<file path="config.mk">
export PLATFORM = sky130hd
export DESIGN_NAME = sc_mmio_port_bank
export DESIGN_NICKNAME = d
export VERILOG_FILES = /design/src/rtl/sc_mmio_pkg.sv /design/src/rtl/sc_io_sync_chan.sv /design/src/rtl/sc_mmio_port_bank.sv
export SDC_FILE = /design/constraint.sdc
export NUM_CORES = 1
export LEC_CHECK = 0
export CORE_ASPECT_RATIO = 1.75
export CORE_MARGIN = 5
export CORE_UTILIZATION = 45
export CTS_BUF_LIST = sky130_fd_sc_hd__clkbuf_16
export CTS_CLUSTER_SIZE = 40
export DETAILED_ROUTE_END_ITERATION = 7
export PLACE_DENSITY = 0.71
export SYNTH_ARGS = -nofsm -noshare
export SYNTH_HDL_FRONTEND = slang
export SYNTH_SLANG_ARGS = --single-unit
</file>
<file path="constraint.sdc">
create_clock -name clock -period 4.85 [get_ports clock]
set_clock_uncertainty 0.2 [all_clocks]
set_input_delay 0.7275 -clock clock [delete_from_list [all_inputs] [get_ports clock]]
set_output_delay 0.7275 -clock clock [all_outputs]
set_load 0.01 [all_outputs]
</file>
<file path="src/rtl/sc_mmio_pkg.sv">
// Shared word-map constants and parameter limits for the MMIO port bank.
package sc_mmio_pkg;

    localparam logic [4:0] OUT_BASE   = 5'h00;
    localparam logic [4:0] IN_BASE    = 5'h10;
    localparam logic [4:0] MASK_OFF   = 5'h1E;
    localparam logic [4:0] STATUS_OFF = 5'h1F;

    localparam int MAX_OUT = 16;
    localparam int MAX_IN  = 14;

endpackage

</file>
<file path="src/rtl/sc_io_sync_chan.sv">
// One input channel: three-flop synchroniser plus a raw change flag (s2 vs s3).
module sc_io_sync_chan
    import sc_mmio_pkg::*;
#(
    parameter int DATA_W = 32
) (
    input  logic              clock,
    input  logic              resetn,
    input  logic [DATA_W-1:0] async_i,
    output logic [DATA_W-1:0] sync_o,
    output logic              changed_o
);

    logic [DATA_W-1:0] s1_q;
    logic [DATA_W-1:0] s2_q;
    logic [DATA_W-1:0] s3_q;

    // Synchroniser shift chain; s3 only exists to detect edges on s2.
    always_ff @(posedge clock) begin
        if (!resetn) begin
            s1_q <= {DATA_W{1'b0}};
            s2_q <= {DATA_W{1'b0}};
            s3_q <= {DATA_W{1'b0}};
        end else begin
            s1_q <= async_i;
            s2_q <= s1_q;
            s3_q <= s2_q;
        end
    end

    assign sync_o    = s2_q;
    assign changed_o = (s2_q != s3_q);

endmodule

</file>
<file path="src/rtl/sc_mmio_port_bank.sv">
// MMIO bank: N_OUT output registers, N_IN synchronised inputs with sticky
// change status, interrupt mask and a registered one-cycle-latency read port.
module sc_mmio_port_bank
    import sc_mmio_pkg::*;
#(
    parameter int DATA_W = 32,
    parameter int N_OUT  = 3,
    parameter int N_IN   = 2
) (
    input  logic                    clock,
    input  logic                    resetn,
    input  logic                    sel,
    input  logic [6:0]              addr,
    input  logic                    we,
    input  logic [DATA_W-1:0]       wdata,
    input  logic                    rd_en,
    output logic [DATA_W-1:0]       rdata,
    output logic                    rvalid,
    output logic [N_OUT*DATA_W-1:0] out_ports,
    input  logic [N_IN*DATA_W-1:0]  in_ports,
    output logic                    irq
);

    if (N_OUT < 1 || N_OUT > MAX_OUT || N_IN < 1 || N_IN > MAX_IN) begin : g_param_check
        $error("sc_mmio_port_bank: N_OUT or N_IN outside legal range");
    end

    logic [DATA_W-1:0] out_q [N_OUT];
    logic [DATA_W-1:0] out_d [N_OUT];
    logic [N_IN-1:0]   mask_q, mask_d;
    logic [N_IN-1:0]   status_q, status_d;
    logic [1:0]        arm_q, arm_d;
    logic [DATA_W-1:0] rdata_q, rdata_d;
    logic              rvalid_q, rvalid_d;
    logic              irq_q, irq_d;

    logic [4:0]        word_s;
    logic              wr_s;
    logic              rd_s;
    logic [DATA_W-1:0] rmux_s;
    logic [N_IN-1:0]   chg_s;
    logic [N_IN-1:0]   w1c_s;
    logic [N_IN-1:0]   set_s;
    logic [DATA_W-1:0] in_sync_s [N_IN];
    logic              unused_s;

    assign word_s   = addr[6:2];
    assign wr_s     = sel & we;
    assign rd_s     = sel & rd_en;
    assign unused_s = ^addr[1:0];

    for (genvar g = 0; g < N_IN; g++) begin : g_in
        sc_io_sync_chan #(.DATA_W(DATA_W)) u_sync (
            .clock    (clock),
            .resetn   (resetn),
            .async_i  (in_ports[g*DATA_W +: DATA_W]),
            .sync_o   (in_sync_s[g]),
            .changed_o(chg_s[g])
        );
    end

    for (genvar g = 0; g < N_OUT; g++) begin : g_out
        assign out_ports[g*DATA_W +: DATA_W] = out_q[g];
    end

    // Read mux over pre-write state; unmapped words fall through to zero.
    always_comb begin
        rmux_s = {DATA_W{1'b0}};
        for (int i = 0; i < N_OUT; i++) begin
            rmux_s = (word_s == (OUT_BASE + 5'(i))) ? out_q[i] : rmux_s;
        end
        for (int i = 0; i < N_IN; i++) begin
            rmux_s = (word_s == (IN_BASE + 5'(i))) ? in_sync_s[i] : rmux_s;
        end
        rmux_s = (word_s == MASK_OFF)   ? DATA_W'(mask_q)   : rmux_s;
        rmux_s = (word_s == STATUS_OFF) ? DATA_W'(status_q) : rmux_s;
    end

    // Next state; a change detected on the same edge as a W1C keeps the bit set.
    always_comb begin
        for (int i = 0; i < N_OUT; i++) begin
            out_d[i] = (wr_s && (word_s == (OUT_BASE + 5'(i)))) ? wdata : out_q[i];
        end
        mask_d   = (wr_s && (word_s == MASK_OFF))   ? wdata[N_IN-1:0] : mask_q;
        w1c_s    = (wr_s && (word_s == STATUS_OFF)) ? wdata[N_IN-1:0] : {N_IN{1'b0}};
        set_s    = (arm_q == 2'd3) ? chg_s : {N_IN{1'b0}};
        status_d = (status_q & ~w1c_s) | set_s;
        arm_d    = (arm_q == 2'd3) ? arm_q : (arm_q + 2'd1);
        rvalid_d = rd_s;
        rdata_d  = rd_s ? rmux_s : rdata_q;
        irq_d    = |(status_q & mask_q);
    end

    // State registers with synchronous active-low reset.
    always_ff @(posedge clock) begin
        if (!resetn) begin
            for (int i = 0; i < N_OUT; i++) begin
                out_q[i] <= {DATA_W{1'b0}};
            end
            mask_q   <= {N_IN{1'b0}};
            status_q <= {N_IN{1'b0}};
            arm_q    <= 2'd0;
            rdata_q  <= {DATA_W{1'b0}};
            rvalid_q <= 1'b0;
            irq_q    <= 1'b0;
        end else begin
            for (int i = 0; i < N_OUT; i++) begin
                out_q[i] <= out_d[i];
            end
            mask_q   <= mask_d;
            status_q <= status_d;
            arm_q    <= arm_d;
            rdata_q  <= rdata_d;
            rvalid_q <= rvalid_d;
            irq_q    <= irq_d;
        end
    end

    assign rdata  = rdata_q;
    assign rvalid = rvalid_q;
    assign irq    = irq_q;

endmodule

</file>
======== Word level (Yosys, flattened, before mapping) ========
Memory sizes are Yosys's and may differ from the RTL's.
Cells that the tools add are included.
storage, ports and cells
  logic and storage cells ................. 56
  output and inout port bits .............. 130
  memory bits (writable) .................. 96
  register bits ........................... 232
  memories ................................ 1
operators by class
  equality and inequality tests ........... 9
  add/subtract/negate cells ............... 1
  reduce and logical (&&, ||, !) cells .... 7
  multiplexer cells ....................... 17
  bitwise operators ....................... 9
memory list
  memory  words  width  read ports  clocked after Yosys merged registers in  write ports  RTL line                 text
  out_q   3      32     3           0                                        3            sc_mmio_port_bank.sv:28  logic [DATA_W-1:0] out_q [N_OUT];
operator list
  operator             count
  $mux 32              13
  $ne 32x32->1         2
  $eq 5x5->1 const B   4
  $eq 5x1->1 const B   1
  $eq 5x2->1 const B   1
  $logic_and 1x1->1    5
  $logic_not 5->1      1
  $and 2x2->2          2
  $mux 2               2
  $or 1x1->1           3
  $add 2x1->2 const B  1
  $and 1x1->1          2
  $eq 2x2->1 const B   1
  $mux 1               2
  $not 2->2            1
  $or 2x2->2           1
  $reduce_or 2->1      1

======== Depth between registers and ports, before layout ========
  depth in word-level cells ............... 8
  mapped depth ............................ 9

======== Cells and area by module ========
From an unflattened synthesis, not the netlist that was laid out.
second synthesis, totals
  cell total of the unflattened synthesis .. 1,321
  area, all modules ....................... 12,343.1 µm²
by module, submodules not included
  module             cells an instance  instances  area each (µm²)
  sc_mmio_port_bank  831                1          6,517.5
  sc_io_sync_chan    245                2          2,912.8

======== Worst setup path after synthesis ========
No wires, ideal clock.
  path type ............................... input port to flip-flop
  start ................................... in addr[6]
  end ..................................... reg rdata_q[21] (netlist: rdata[21])
  arrival ................................. 2.049 ns
  setup slack ............................. 2.527 ns
  path buffers ............................ 2
  setup time .............................. 0.074 ns
  required time ........................... 4.576 ns
  stages on the path ...................... 7
  cells stage by stage .................... buf_6 > or3_4 > nor3b_4 > buf_4 > a22oi_1 > a211o_1 > a31oi_1
on the way
  longest elaborated chain between the ends .. 8
ends and longest elaborated chain
  what                   RTL line                  text
  from (decl)            sc_mmio_port_bank.sv:13   input logic [6:0] addr,
  $logic_not 5->1        sc_mmio_port_bank.sv:70   rmux_s = (word_s == (OUT_BASE + 5'(i))) ? out_q[i] : rmux_s;
  $mux 32 (3 in series)  sc_mmio_port_bank.sv:70
  $mux 32 (2 in series)  sc_mmio_port_bank.sv:73   rmux_s = (word_s == (IN_BASE + 5'(i))) ? in_sync_s[i] : rmux_s;
  $mux 32                sc_mmio_port_bank.sv:75   rmux_s = (word_s == MASK_OFF) ? DATA_W'(mask_q) : rmux_s;
  $mux 32 *              sc_mmio_port_bank.sv:76   rmux_s = (word_s == STATUS_OFF) ? DATA_W'(status_q) : rmux_s;
  to (signal assigned)   sc_mmio_port_bank.sv:103  rdata_q <= {DATA_W{1'b0}};
  to (signal assigned)   sc_mmio_port_bank.sv:113  rdata_q <= rdata_d;
  to (decl)              sc_mmio_port_bank.sv:33   logic [DATA_W-1:0] rdata_q, rdata_d;
Mark *: on every way between the ends. The rest lies on a longest branch, timed or not.
A chain may end at the register's enable or synchronous reset.

==> results.py <==
metrics = {
    "power_and_ir_drop": {
        "p_sw_frac": 0.222,
        "total_power_mw": 5.23,
        "cellLeakagePower_nw": 5.32,
        "comb_power_share": 0.060,
        "intPower_mw": 4.07,
        "peakVddDrop_mv": 0.296,
        "power.density_nw_per_um2": 345,
        "seqPwrFrac": 0.538,
        "p_clk_frac": 0.402,
        "power_switching_mw": 1.16,
    },
    "global_routing": {
        "grt_max_degree": 112,
        "grt.overflow.total": 0,
        "antenna_found_initial": 0,
        "grt_first_pass_wirelength_um": 52000,
        "grt_pass1_vias": 8979,
        "grt_usage": 0.222,
    },
    "final_layout": {
        "fin_util": 0.586,
        "diodes": 0,
        "area_growth_pct": 29.1,
        "final_cells": 1805,
        "drive_above_1_share": 0.0471,
        "nNetsFinal": 1573,
    },
    "timing": {
        "period_needed_ns": 3.06,
        "slew_violations": 0,
        "rsz0062_at_grt": "false",
        "worst_slew_pin_slew_ns": 1.15,
        "report.final.setup_viol": 0,
        "post-route-period-util": 0.630,
        "fmaxAchievable_mhz": 327,
        "slew_headroom": 0.231,
        "worst_slack_ns": 1.79,
        "fin_setup_tns_ns": 0,
        "hold_viol": 0,
    },
    "job": {
        "maxCapViolCount": 0,
    },
    "floorplan": {
        "coreArea_um2": 25900,
        "io_pins": 238,
        "die_x_um": 132,
        "start_util": 0.454,
        "die_h_um": 224,
        "rows": 78,
        "dieArea_um2": 29600,
    },
    "placement": {
        "dp_hpwl_um": 25800,
        "dp_slack_ns": 1.28,
        "dp_cells": 1754,
        "portBuffers": 235,
        "gp_congestion": 0.943,
    },
    "clock_tree": {
        "ctsHoldBuffers": 0,
        "cts_tree": "yes",
        "clk_latency_ns": 0.55,
        "h-tree-depth": 1,
        "post_cts_buffers": 0,
        "cts_buffers": 28,
        "path_clk_slew_ns": 0.06,
        "post_cts_resize_count": 0,
        "clockRootBuffer": "clkbuf_16",
        "cts_max_path_buffers": 3,
        "cts.sinks": 328,
    },
    "setup_path": {
        "crit_fanout": 26,
        "timing.rr.start": "g_in[0].u_sync.sync_o[0]",
        "startpoint": "addr[3]",
        "cp-start-kind": "input port",
        "criticalPathCategory": "in2reg",
        "cp-end-kind": "flop",
        "required_ns": 5.11,
        "crit_arrival_ns": 3.32,
    },
    "hold_path": {
        "hp-start": "g_in[0].u_sync.s1_q[23]",
        "hp-class": "reg2reg",
    },
    "synth": {
        "synth_fp_nets": 1377,
        "synthFlopType": "dfxtp_1",
        "synth_cells": 1268,
        "ys_seq_area_frac": 0.559,
        "synth_area_um2": 11700,
        "synth_top_area_cell": "dfxtp_1",
        "synth.distinct_cells": 41,
        "synthTopCellsByArea": "dfxtp_1 (56%), and2_1 (10%), nand2_1 (8.0%)",
        "ys_seq_elements": 328,
        "netlist.area_leader.share": 0.559,
        "synth_commonest_cells": "dfxtp_1 (328), nand2_1 (249), and2_1 (195)",
        "synth_edf_count": 0,
        "yosysWarnings": 0,
        "synth_most_common_cell": "dfxtp_1",
        "syn_area_per_cell_um2": 9.26,
        "synth-async-reset-ratio": 0,
    },
    "routing": {
        "drt_iter0_drc": 811,
        "wl_um": 34400,
        "dr.pass1.iters": 6,
        "routedWlPerCell_um": 19.1,
        "vias": 9508,
        "drc": 0,
        "vias_per_cell": 5.27,
        "ant_nets": 0,
    },
    "status": {
        "status": "finished clean",
    },
}
## power groups by stage
| stage | Sequential (mW) | Clock [mW] | Combinational (mW) |
|---|---|---|---|
| 2_1_floorplan | 2.86 | 0 | 0.165 |
| 3_3_place_gp | 2.87 | 0 | 0.309 |
| 3_5_place_dp | 2.88 | 0 | 0.312 |
| 4_1_cts | 2.81 | 2.15 | 0.314 |
| 5_1_grt | 2.82 | 2.26 | 0.339 |
| 6_report | 2.81 | 2.10 | 0.312 |
## cells by family (layout without fill, tap and decap cells)
kind of cell    Yosys count  in the layout  synth area share
simple gates            548            548             0.233
flops                   328            328             0.559
compound gates          229            229             0.120
buf+inv                  92            309            0.0344
xor+xnor                 65             65            0.0485
mux                       5              5           0.00426
fa+ha+maj                 1              1           0.00107
## registers in the layout, indices dropped and copies added, names as in the netlist, 2 cells and up
register / flops
rdata: 32
mask_q: 2
g_in.u_sync.sync_o: 64
arm_q: 2
out_q: 96
g_in.u_sync.s3_q: 64
g_in.u_sync.s1_q: 64
status_q: 2
## area by class of cell
cell class | count | area, um2
sequential | 328 | 6570
inverter | 2 | 8.76
timing repair buffer | 256 | 2530
fill | 2221 | 10700
clock buffer | 29 | 726
multi-input combinational | 848 | 4790
clock inverter | 22 | 131
tap | 320 | 400
## path summary, 6_finish.rpt
kind / to / slack [ns] / depth (start not counted)
setup / recovery: out_q[0][50] / 1.79 / 7
setup reg to reg: status_q[0] / 2.94 / 5
hold reg to reg: g_in[0].u_sync.sync_o[23] / 0.23 / 1
hold / removal: g_in[0].u_sync.sync_o[23] / 0.23 / 1
## per-layer routing
| layer | share of wire | global-route usage |
|---|---|---|
| met2 | 0.50 | 0.395 |
| met5 | 0 | 0 |
| met4 | 0.059 | 0.123 |
| met3 | 0.063 | 0.0355 |
| met1 | 0.37 | 0.253 |
## placed cells by master, fill, tap and decap left out, types with 2 or more instances in the layout
cell             netlist  layout
a211o_1               14      14
a211oi_1               6       6
a21oi_1              106     106
a22o_1                10      10
a22oi_1               21      21
a31oi_1               26      26
a32o_1                 2       2
and2_1               195     195
and3_1                 5       5
buf_12                 0       2
buf_4                  5      20
clkbuf_16              0      29
clkdlybuf4s50_1        0     234
clkinv_1               0       9
clkinv_2               0       5
clkinv_4               0       2
clkinvlp_4             0       2
dfxtp_1              328     328
inv_1                  1       5
mux2i_1                5       5
nand2_1              249     249
nand3_1               35      35
nand4_1               16      16
nor2_1                27      27
nor2b_2                0       2
nor3_1                 3       3
nor4_1                 5       4
o21a_1                 6       6
o21ai_0               26      26
o221ai_1              10      10
o2bb2ai_1              2       2
or3_4                  2       2
xnor2_1               64      64
## metrics by stage
stage          hold slack [ns]  area [um2]
2_1_floorplan            0.206       11700
3_3_place_gp             0.217       14300
3_5_place_dp             0.217       14300
4_1_cts                  0.232       15200
5_1_grt                  0.244       15200
6_report                 0.231       15200
## critical path: stages
cell             delay [ns]
clkdlybuf4s50_1        0.71
nor2b_4                0.27
and2_1                 0.52
nor2b_2                0.45
buf_4                  0.39
nand2_1                0.10
a21oi_1                0.13
No activity file was read; power rests on OpenSTA's default activity.
